<file path="src/rtl/seg7_display_driver_if.sv">
// Bus between the counter-word producer and the 7-segment display driver.
// load/busy: a load is accepted on a rising edge only while busy is low; busy stays high until the result commits.
interface seg7_display_driver_if;
  logic [31:0] value;
  logic        load;
  logic        busy;
  logic [6:0]  seg;
  logic [3:0]  an;
  logic [1:0]  dbg_state;

  modport master (output value, load, input busy, seg, an, dbg_state);
  modport slave  (input value, load, output busy, seg, an, dbg_state);
endinterface

</file>
<file path="src/rtl/seg7_display_driver.sv">
// Converts value[15:0] to BCD with a one-shift-per-clock double-dabble engine
// and scans the committed digits onto a 4-digit multiplexed 7-segment display.
module seg7_display_driver #(
  parameter int REFRESH_DIV = 50000,
  parameter int ACTIVE_LOW  = 1,
  parameter int BLANK_LZ    = 0
) (
  input  logic                  clk,
  input  logic                  reset,
  seg7_display_driver_if.slave  bus
);

  typedef enum logic [1:0] {IDLE = 2'd0, SHIFT = 2'd1, COMMIT = 2'd2} state_t;

  localparam int              CW          = (REFRESH_DIV > 2) ? $clog2(REFRESH_DIV) : 1;
  localparam logic [CW-1:0]   REFRESH_MAX = CW'(REFRESH_DIV - 1);
  localparam logic [6:0]      DASH        = 7'b1000000;
  localparam logic [6:0]      ZERO_GLYPH  = 7'b0111111;
  localparam bit              INV         = (ACTIVE_LOW != 0);

  state_t         state;
  logic           busy_q;
  logic [15:0]    bin_q;
  logic [19:0]    bcd_q;
  logic [3:0]     iter_q;
  logic [15:0]    disp_q;
  logic           ovf_q;
  logic [CW-1:0]  refresh_q;
  logic [1:0]     digit_sel_q;
  logic [6:0]     seg_q;
  logic [3:0]     an_q;

  logic [19:0]    bcd_adj;
  logic [19:0]    bcd_next;
  logic [15:0]    bin_next;
  logic           refresh_wrap;
  logic [CW-1:0]  refresh_d;
  logic [1:0]     sel_d;
  logic [3:0]     nib_d;
  logic           upper_zero;
  logic [6:0]     glyph_d;
  logic [3:0]     onehot_d;
  logic           unused_bits;

  function automatic logic [6:0] decode(input logic [3:0] d);
    case (d)
      4'd0: return 7'b0111111;
      4'd1: return 7'b0000110;
      4'd2: return 7'b1011011;
      4'd3: return 7'b1001111;
      4'd4: return 7'b1100110;
      4'd5: return 7'b1101101;
      4'd6: return 7'b1111101;
      4'd7: return 7'b0000111;
      4'd8: return 7'b1111111;
      4'd9: return 7'b1101111;
      default: return 7'b0000000;
    endcase
  endfunction

  always_comb begin
    bcd_adj = bcd_q;
    for (int i = 0; i < 5; i++) begin
      if (bcd_q[i*4 +: 4] >= 4'd5) bcd_adj[i*4 +: 4] = bcd_q[i*4 +: 4] + 4'd3;
    end
    bcd_next = {bcd_adj[18:0], bin_q[15]};
    bin_next = {bin_q[14:0], 1'b0};
  end

  // The upper half of the counter word and the adjusted MSB never matter.
  assign unused_bits = ^{bus.value[31:16], bcd_adj[19]};

  always_ff @(posedge clk or posedge reset) begin
    if (reset) begin
      state  <= IDLE;
      busy_q <= 1'b0;
      bin_q  <= '0;
      bcd_q  <= '0;
      iter_q <= '0;
      disp_q <= '0;
      ovf_q  <= 1'b0;
    end else begin
      case (state)
        IDLE: begin
          if (bus.load) begin
            bin_q  <= bus.value[15:0];
            bcd_q  <= '0;
            iter_q <= '0;
            busy_q <= 1'b1;
            state  <= SHIFT;
          end
        end
        SHIFT: begin
          bcd_q  <= bcd_next;
          bin_q  <= bin_next;
          iter_q <= iter_q + 4'd1;
          if (iter_q == 4'd15) state <= COMMIT;
        end
        COMMIT: begin
          disp_q <= bcd_q[15:0];
          ovf_q  <= |bcd_q[19:16];
          busy_q <= 1'b0;
          state  <= IDLE;
        end
        default: state <= IDLE;
      endcase
    end
  end

  // an and seg are both registered from the next digit select so they stay aligned.
  always_comb begin
    refresh_wrap = (refresh_q == REFRESH_MAX);
    refresh_d    = refresh_wrap ? '0 : refresh_q + CW'(1);
    sel_d        = refresh_wrap ? digit_sel_q + 2'd1 : digit_sel_q;
    nib_d        = disp_q[{sel_d, 2'b00} +: 4];
    upper_zero   = ((disp_q >> {sel_d, 2'b00}) == 16'd0);
    onehot_d     = 4'b0001 << sel_d;
    if (ovf_q)
      glyph_d = DASH;
    else if ((BLANK_LZ != 0) && (sel_d != 2'd0) && upper_zero)
      glyph_d = 7'b0000000;
    else
      glyph_d = decode(nib_d);
  end

  always_ff @(posedge clk or posedge reset) begin
    if (reset) begin
      refresh_q   <= '0;
      digit_sel_q <= '0;
      an_q        <= INV ? 4'b1110 : 4'b0001;
      seg_q       <= INV ? ~ZERO_GLYPH : ZERO_GLYPH;
    end else begin
      refresh_q   <= refresh_d;
      digit_sel_q <= sel_d;
      an_q        <= INV ? ~onehot_d : onehot_d;
      seg_q       <= INV ? ~glyph_d : glyph_d;
    end
  end

  assign bus.busy      = busy_q;
  assign bus.seg       = seg_q;
  assign bus.an        = an_q;
  assign bus.dbg_state = state;

endmodule
</file>
<file path="src/flat_wrapper.sv">
// flat-port wrapper written by rule: the top's interface ports become plain ports
module seg7_display_driver_flat 
#(
  parameter int REFRESH_DIV = 50000,
  parameter int ACTIVE_LOW  = 1,
  parameter int BLANK_LZ    = 0
)
  (clk, reset, bus_value, bus_load, bus_busy, bus_seg, bus_an, bus_dbg_state);
  seg7_display_driver_if bus_i ();
  input  logic clk;
  input  logic reset;
  input wire logic [$bits(bus_i.value)-1:0] bus_value;
  input wire logic [$bits(bus_i.load)-1:0] bus_load;
  output wire logic [$bits(bus_i.busy)-1:0] bus_busy;
  output wire logic [$bits(bus_i.seg)-1:0] bus_seg;
  output wire logic [$bits(bus_i.an)-1:0] bus_an;
  output wire logic [$bits(bus_i.dbg_state)-1:0] bus_dbg_state;
  assign bus_i.value = bus_value;
  assign bus_i.load = bus_load;
  assign bus_busy = bus_i.busy;
  assign bus_seg = bus_i.seg;
  assign bus_an = bus_i.an;
  assign bus_dbg_state = bus_i.dbg_state;
  seg7_display_driver #(.REFRESH_DIV(REFRESH_DIV), .ACTIVE_LOW(ACTIVE_LOW), .BLANK_LZ(BLANK_LZ)) u_core (.clk(clk), .reset(reset), .bus(bus_i));
endmodule
</file>
<file path="config.mk">
export PLATFORM = sky130hd
export DESIGN_NAME = seg7_display_driver_flat
export DESIGN_NICKNAME = d
export VERILOG_FILES = /design/src/rtl/seg7_display_driver_if.sv /design/src/rtl/seg7_display_driver.sv /design/src/flat_wrapper.sv
export SDC_FILE = /design/constraint.sdc
export NUM_CORES = 1
export LEC_CHECK = 0
export CAP_MARGIN = 5
export CORE_UTILIZATION = 55
export CTS_BUF_LIST = sky130_fd_sc_hd__clkbuf_2
export CTS_CLUSTER_DIAMETER = 60
export CTS_CLUSTER_SIZE = 12
export DETAILED_ROUTE_END_ITERATION = 8
export GPL_TIMING_DRIVEN = 1
export PLACE_DENSITY = 0.8
export SLEW_MARGIN = 25
export SYNTH_ARGS = -nofsm -noshare
export SYNTH_HDL_FRONTEND = slang
export SYNTH_SLANG_ARGS = --single-unit
</file>
<file path="constraint.sdc">
create_clock -name clk -period 6.8 [get_ports clk]
set_input_delay 1.36 -clock clk [delete_from_list [all_inputs] [get_ports clk]]
set_output_delay 1.36 -clock clk [all_outputs]
set_load 0.01 [all_outputs]
</file>
==> flow_summary_export.csv, run 1 <==
group,metric,value,unit
critical_path,critPathTopFamily,"flip-flops",
floorplanning,core_area,7447,um2
sta,hold_ws,478.9,ps
critical_path,crit_path_end,"bus_dbg_state[1]",
global_routing,overflow,0,
floorplanning,initial_core_util,58.15,%
power_and_ir_drop,clkPwrFrac,18.5,%
power_and_ir_drop,switching_share,36.78,%
drt,wire_per_inst,14.68,um
synth,synth_cell_types,42,
sta,rsz0062_at_grt,"no",
synth,ys_warn_count,0,
critical_path,worst-path-stages,1,
synth,synth_fa_ha_area_share,5.201,%
critical_path,r2r-start,"u_core.refresh_q[0]",
sta,setup-tns-final,0,ps
run_status,status,"finished clean",
power_and_ir_drop,power_switching,662.7,uW
clocking,clock_path_buffers,2,
synth,syn_area,4330,um2
critical_path,worstSetupPathType,"flop to output port",
power_and_ir_drop,internal-power,1.139,mW
clocking,cts_resized,0,
critical_path,startpoint,"u_core.bus.dbg_state[1]",
clocking,numCtsBuffers,9,
cells_and_area,drive_gt1_share,8.333,%
cells_and_area,finish.utilization,65.74,%
sta,slew_violations,0,
placement,preCtsSetupSlack,2955,ps
critical_path,critPathMaxFanout,24,
placement,dp_hpwl,5.326,mm
placement,place_area,4728,um2
flow_run,maxCapViolCount,0,
synth,synth-seq-cells,89,
power_and_ir_drop,finalPower,1.802,mW
floorplanning,rows,31,
clocking,ctsHoldBuffers,0,
synth,synth_compound_area_share,17.19,%
synth,async_reset_ff_share,100.0,%
global_routing,grt_max_degree,90,
sta,finalWorstSetupSlack,3360,ps
global_routing,grt_pass1_wl,14.29,mm
placement,placed_cells,538,
cells_and_area,num_antenna_cells,0,
floorplanning,die_w,90.73,um
critical_path,cp_slowest_stage_delay,870,ps
sta,maxSlewHeadroom,44.08,%
placement,place_congestion,0.7541,
synth,synth-simple-area-share,13.06,%
synth,synth_edf_count,0,
drt,wl,8.146,mm
critical_path,r2r_slack,3510,ps
sta,layout_min_cycle_time,3440,ps
cells_and_area,nets,504,
global_routing,antenna_found_initial,0,
sta,setup_viol,0,
drt,postRouteAntennaNets,0,
clocking,clkTransAtPathRegs,220,ps
cells_and_area,syn2layout_area_growth,13.06,%
global_routing,grt_pass1_vias,3041,
critical_path,worstPathRequired,5440,ps
floorplanning,die_y,90.73,um
critical_path,cp_slowest_cell,"dfrtp_1",
synth,ys.flop_type,"dfrtp_1",
critical_path,crit_chain,"clkdlybuf4s50_1",
sta,hold_viol,0,
sta,tightestPinTransition,838.7,ps
cells_and_area,instances_no_fill,555,
clocking,cts-htree-levels,3,
clocking,cts_root_buf,"clkbuf_2",
synth,synth_top_family_by_area,"compound AO/OA/AOI/OAI gates",
power_and_ir_drop,vdd_drop_max,0.2346,mV
drt,routed-via-count,3139,
critical_path,worst_r2r_path_depth,9,
sta,fmax,290.7,MHz
synth,synth-xor-area-share,4.247,%
floorplanning,num_io_pins,49,
floorplanning,dieArea,8232,um2
sta,final.period_utilization,50.59,%
synth,syn_area_per_cell,10.24,um2
worst_hold_path,hold_class,"flop to flop",
sta,skew,40.33,ps
drt,first_iter_violations,228,
synth,synth.net_count,476,
power_and_ir_drop,p_per_area,368.0,nW/um2
power_and_ir_drop,comb_power_share,36.3,%
clocking,clock_latency,560,ps
cells_and_area,post-route-cell-area,4896,um2
power_and_ir_drop,power_leakage,2.187,nW
drt,drc_errors,0,
clocking,post-cts-setup-buffers,0,
power_and_ir_drop,seq_power_share,45.2,%
placement,port_buffers,32,
synth,synth_cells,423,
critical_path,endpoint_kind,"output port",
drt,viasPerCell,5.656,
drt,firstDrtPassIters,5,
critical_path,startpoint_type,"flop",
global_routing,track_usage,21.59,%
clocking,clock_sinks,89,
cells_and_area,n_fill_cell,626,
clocking,tritoncts,"done",
critical_path,reg2reg_to,"u_core.bus.seg[1]",
synth,yosysSeqAreaShare,51.55,%
synth,synth_mux_area_share,4.392,%
critical_path,cp.arrival,2080,ps
critical_path,critPathBufInv,1,
worst_hold_path,min-delay-start,"u_core.refresh_q[0]",
-- cell families after synthesis --
| logic type | count (synthesis) |
|---|---|
| adders and majority gates | 18 |
| buffers and inverters | 48 |
| xor gates and xnor gates | 21 |
| DFF | 89 |
| muxes | 18 |
| AOI/OAI and AO/OA | 121 |
| and+or+nand+nor | 108 |
-- per-layer routing --
| layer | global-route usage, % | share of wire (%) | up-vias |
|---|---|---|---|
| li1 | - | - | 1534 |
| met1 | 29.22 | 46 | 1526 |
| met2 | 34.72 | 49 | 71 |
| met3 | 5.135 | 3.8 | 8 |
| met4 | 6.048 | 1.2 | 0 |
| met5 | 0 | 0 | - |
-- power groups by stage --
stage               Sequential [mW]  Clock [mW]  Combinational [mW]
floorplan                     0.780           0               0.504
global placement              0.813           0               0.612
detailed placement            0.821           0               0.646
CTS                           0.811       0.342               0.655
global route                  0.836       0.365               0.742
finish                        0.814       0.333               0.654
-- cell usage in the layout (no fill, tap or decap), types with 3 or more instances in the layout --
cell type	count
a21oi_1	32
a222oi_1	4
a22oi_1	17
a32o_1	5
and3_1	6
bufinv_16	3
clkbuf_2	11
clkdlybuf4s50_1	32
dfrtp_1	85
dfstp_2	4
ha_1	18
inv_1	27
mux2_2	8
mux2i_1	10
nand2_1	26
nand2b_1	9
nand3_1	8
nor2_1	24
nor2b_1	20
nor3b_1	4
o21ai_0	41
o22ai_1	8
o31ai_1	5
xnor2_1	10
xor2_1	11
-- Yosys cell counts (all sizes together), types with 2 or more instances --
master	n	share of area, %
a21oi	32	3.7
a222oi	4	0.92
a22oi	17	2.9
a32o	5	1.2
a32oi	2	0.40
and3	6	0.87
buf	3	0.46
clkbuf	17	1.5
dfrtp	85	49
dfstp	4	2.4
ha	18	5.2
inv	28	2.4
mux2	8	2.1
mux2i	10	2.3
nand2	26	2.3
nand2b	9	1.3
nand3	8	0.92
nor2	25	2.2
nor2b	21	3.0
nor3b	4	0.69
o21ai	41	4.7
o22ai	8	1.2
o31ai	5	0.87
or2	2	0.29
xnor2	10	2.0
xor2	11	2.2
-- worst min-delay path by stage --
stage | to | slack [ps] | cells past startpoint
floorplan | u_core.refresh_q[0] | 430 | 1
global placement | u_core.refresh_q[0] | 450 | 1
detailed placement | u_core.refresh_q[0] | 460 | 1
CTS | u_core.refresh_q[0] | 490 | 1
global route | u_core.refresh_q[0] | 500 | 1
finish | u_core.refresh_q[0] | 480 | 1
-- sequential cells by signal, summed over array words and instances (netlist names) --
register              cells
u_core.bin_q             16
u_core.bus.an             4
u_core.disp_q            16
u_core.bcd_q             20
u_core.bus.seg            7
u_core.refresh_q         16
u_core.digit_sel_q        2
u_core.iter_q             4
u_core.ovf_q              1
u_core.bus.busy           1
u_core.bus.dbg_state      2
-- final cells by class --
class	instances	area, um2	share of cell area, %
Clock inverter	6	107.6	2.198
Multi-Input combinational cell	286	1914	39.10
Clock buffer	10	50.05	1.022
Sequential cell	89	2232	45.59
Timing Repair Buffer	37	361.6	7.386
Inverter	28	106.4	2.172
Tap cell	99	123.9	2.530
No activity file was read; power rests on OpenSTA's default activity.
==> inputs of run 2 (changes only) <==
--- a/config.mk
+++ b/config.mk
@@ -6,13 +6,13 @@
 export NUM_CORES = 1
 export LEC_CHECK = 0
 export CAP_MARGIN = 5
-export CORE_UTILIZATION = 55
+export CORE_UTILIZATION = 53
 export CTS_BUF_LIST = sky130_fd_sc_hd__clkbuf_2
 export CTS_CLUSTER_DIAMETER = 60
 export CTS_CLUSTER_SIZE = 12
 export DETAILED_ROUTE_END_ITERATION = 8
 export GPL_TIMING_DRIVEN = 1
-export PLACE_DENSITY = 0.8
+export PLACE_DENSITY = 0.81
 export SLEW_MARGIN = 25
 export SYNTH_ARGS = -nofsm -noshare
 export SYNTH_HDL_FRONTEND = slang
==> constraint.sdc (replaced) <==
create_clock -name clk -period 3 [get_ports clk]
set_input_delay 0.6 -clock clk [delete_from_list [all_inputs] [get_ports clk]]
set_output_delay 0.6 -clock clk [all_outputs]
set_load 0.01 [all_outputs]
==> run 2 against run 1 <==
  * Power increased by 120%
  * Setup slack got worse by 3000 ps
  * Final cell count increased by 1.8%
  * Routed wire length increased by 2.4%
  * Core utilization decreased by 2.9 points
  * Sequential cell count unchanged
  * Via count increased by 2.3%
  * Critical endpoint is now u_core.bus.seg[6]
==> flow_summary_export.csv, run 2 (same netlist as run 1, synthesis figures left out) <==
group,metric,value,unit
run_status,status,"finished clean",
clocking,clock_path_buffers,2,
clocking,clkTransAtPathRegs,210,ps
cells_and_area,finish.utilization,62.84,%
power_and_ir_drop,switching_share,37.96,%
drt,drc_errors,0,
power_and_ir_drop,internal-power,2.435,mW
flow_run,maxCapViolCount,0,
cells_and_area,final_cell_mix,"dfrtp_1 (85), o21ai_0 (41), a21oi_1 (32), clkdlybuf4s50_1 (32), inv_1 (27)",
floorplanning,die_y,92.39,um
sta,setup-tns-final,0,ps
floorplanning,core_area,7807,um2
cells_and_area,drive_gt1_share,9.071,%
cells_and_area,num_antenna_cells,0,
sta,maxSlewHeadroom,41.42,%
cells_and_area,nets,512,
sta,hold_ws,386.5,ps
clocking,numCtsBuffers,9,
sta,slew_violations,0,
power_and_ir_drop,p_per_area,800.1,nW/um2
clocking,clock_sinks,89,
sta,tightestPinTransition,878.7,ps
sta,layout_min_cycle_time,2622,ps
drt,firstDrtPassIters,5,
global_routing,track_usage,21.60,%
critical_path,cp.arrival,3100,ps
cells_and_area,seq_area,2232,um2
placement,port_buffers,32,
sta,fmax,381.3,MHz
sta,hold_viol,0,
clocking,clock_latency,530,ps
clocking,cts_root_buf,"clkbuf_2",
clocking,cts_resized,0,
clocking,cts-htree-levels,3,
placement,dp_hpwl,5.791,mm
floorplanning,rows,32,
clocking,ctsHoldBuffers,0,
placement,place_congestion,0.8486,
drt,wl,8.338,mm
cells_and_area,multi_input_area,1909,um2
critical_path,critPathMaxFanout,7,
global_routing,grt_pass1_wl,14.53,mm
cells_and_area,regMostFlops,"u_core.bcd_q",
floorplanning,initial_core_util,55.46,%
cells_and_area,n_fill_cell,646,
global_routing,grt_max_degree,43,
power_and_ir_drop,power_switching,1.490,mW
worst_hold_path,hold_class,"primary input to async pin",
critical_path,endpoint_kind,"flop",
floorplanning,num_io_pins,49,
clocking,tritoncts,"done",
global_routing,antenna_found_initial,0,
sta,rsz0062_at_grt,"no",
power_and_ir_drop,seq_power_share,47.1,%
cells_and_area,syn2layout_area_growth,13.29,%
global_routing,overflow,0,
power_and_ir_drop,comb_power_share,38.6,%
critical_path,worstSetupPathType,"flop to flop",
cells_and_area,final_common_cell,"dfrtp_1",
sta,skew,20.70,ps
power_and_ir_drop,power_leakage,2.201,nW
drt,routed-via-count,3212,
power_and_ir_drop,clkPwrFrac,14.4,%
global_routing,grt_pass1_vias,3205,
sta,setup_viol,0,
sta,final.period_utilization,87.41,%
drt,wire_per_inst,14.76,um
floorplanning,dieArea,8536,um2
power_and_ir_drop,finalPower,3.925,mW
clocking,post-cts-setup-buffers,0,
power_and_ir_drop,vdd_drop_max,0.4254,mV
critical_path,worstPathRequired,3480,ps
drt,first_iter_violations,198,
floorplanning,die_w,92.39,um
cells_and_area,largest_reg_flops,20,
drt,viasPerCell,5.685,
critical_path,startpoint_type,"flop",
drt,postRouteAntennaNets,0,
-- run 2: cell count changes in the layout (fill, tap and decap cells not counted), sizes merged --
cell,previous run,this run
buf,3,13
bufinv,3,1
clkdlybuf4s18,1,0
clkinv,4,3
clkinvlp,0,1
-- run 2: critical path: stages, from the launching register on --
cell	delay (ps)
dfrtp_1	410
ha_1	180
and3_1	240
and4_1	320
xor2_1	470
a222oi_1	230
buf_4	180
ha_1	190
inv_1	80
mux2i_1	80
o211a_1	210
-- run 2: layout make-up --
type	count	area share, %
repair buffers	45	8.773
inverters	28	2.168
clock inverters	4	0.9181
well taps	102	2.601
clock buffers	11	1.122
flip-flops and latches	89	45.50
multi-input cells	286	38.92
-- run 2: per-stage QoR --
stage / cell area, um2 / std cells / setup WS, ps
2_1_floorplan: 4330 / 423 / 99.71
3_3_place_gp: 4806 / 550 / 435.0
3_5_place_dp: 4806 / 550 / 340.2
4_1_cts: 4906 / 565 / 331.6
5_1_grt: 4906 / 565 / 77.94
6_report: 4906 / 565 / 377.6
-- run 2: routing by layer --
metal | up-vias | part of all wire, % | track usage (%)
met2 | 79 | 50 | 36.48
met3 | 13 | 4.0 | 3.695
met5 | - | 0 | 0
met1 | 1578 | 44 | 26.90
met4 | 0 | 2.1 | 10.29
li1 | 1542 | - | -
-- run 2: final timing paths --
kind,endpoint,startpoint,slack [ps],cells past startpoint
max,u_core.bus.seg[6],u_core.refresh_q[0],380,10
min,u_core.refresh_q[3],reset,390,2
max reg2reg,u_core.bus.seg[6],u_core.refresh_q[0],380,10
min reg2reg,u_core.refresh_q[0],u_core.refresh_q[0],470,1
max in group asynchronous,u_core.disp_q[9],reset,1990,3
min in group clk,u_core.refresh_q[0],u_core.refresh_q[0],470,1
-- run 2: power by group through the flow --
stage | logic, mW | clock network [mW] | registers (mW)
after floorplan | 1.14 | 0 | 1.77
after global placement | 1.43 | 0 | 1.84
after detailed placement | 1.52 | 0 | 1.86
after CTS | 1.52 | 0.586 | 1.84
after global routing | 1.73 | 0.638 | 1.89
final | 1.51 | 0.565 | 1.85
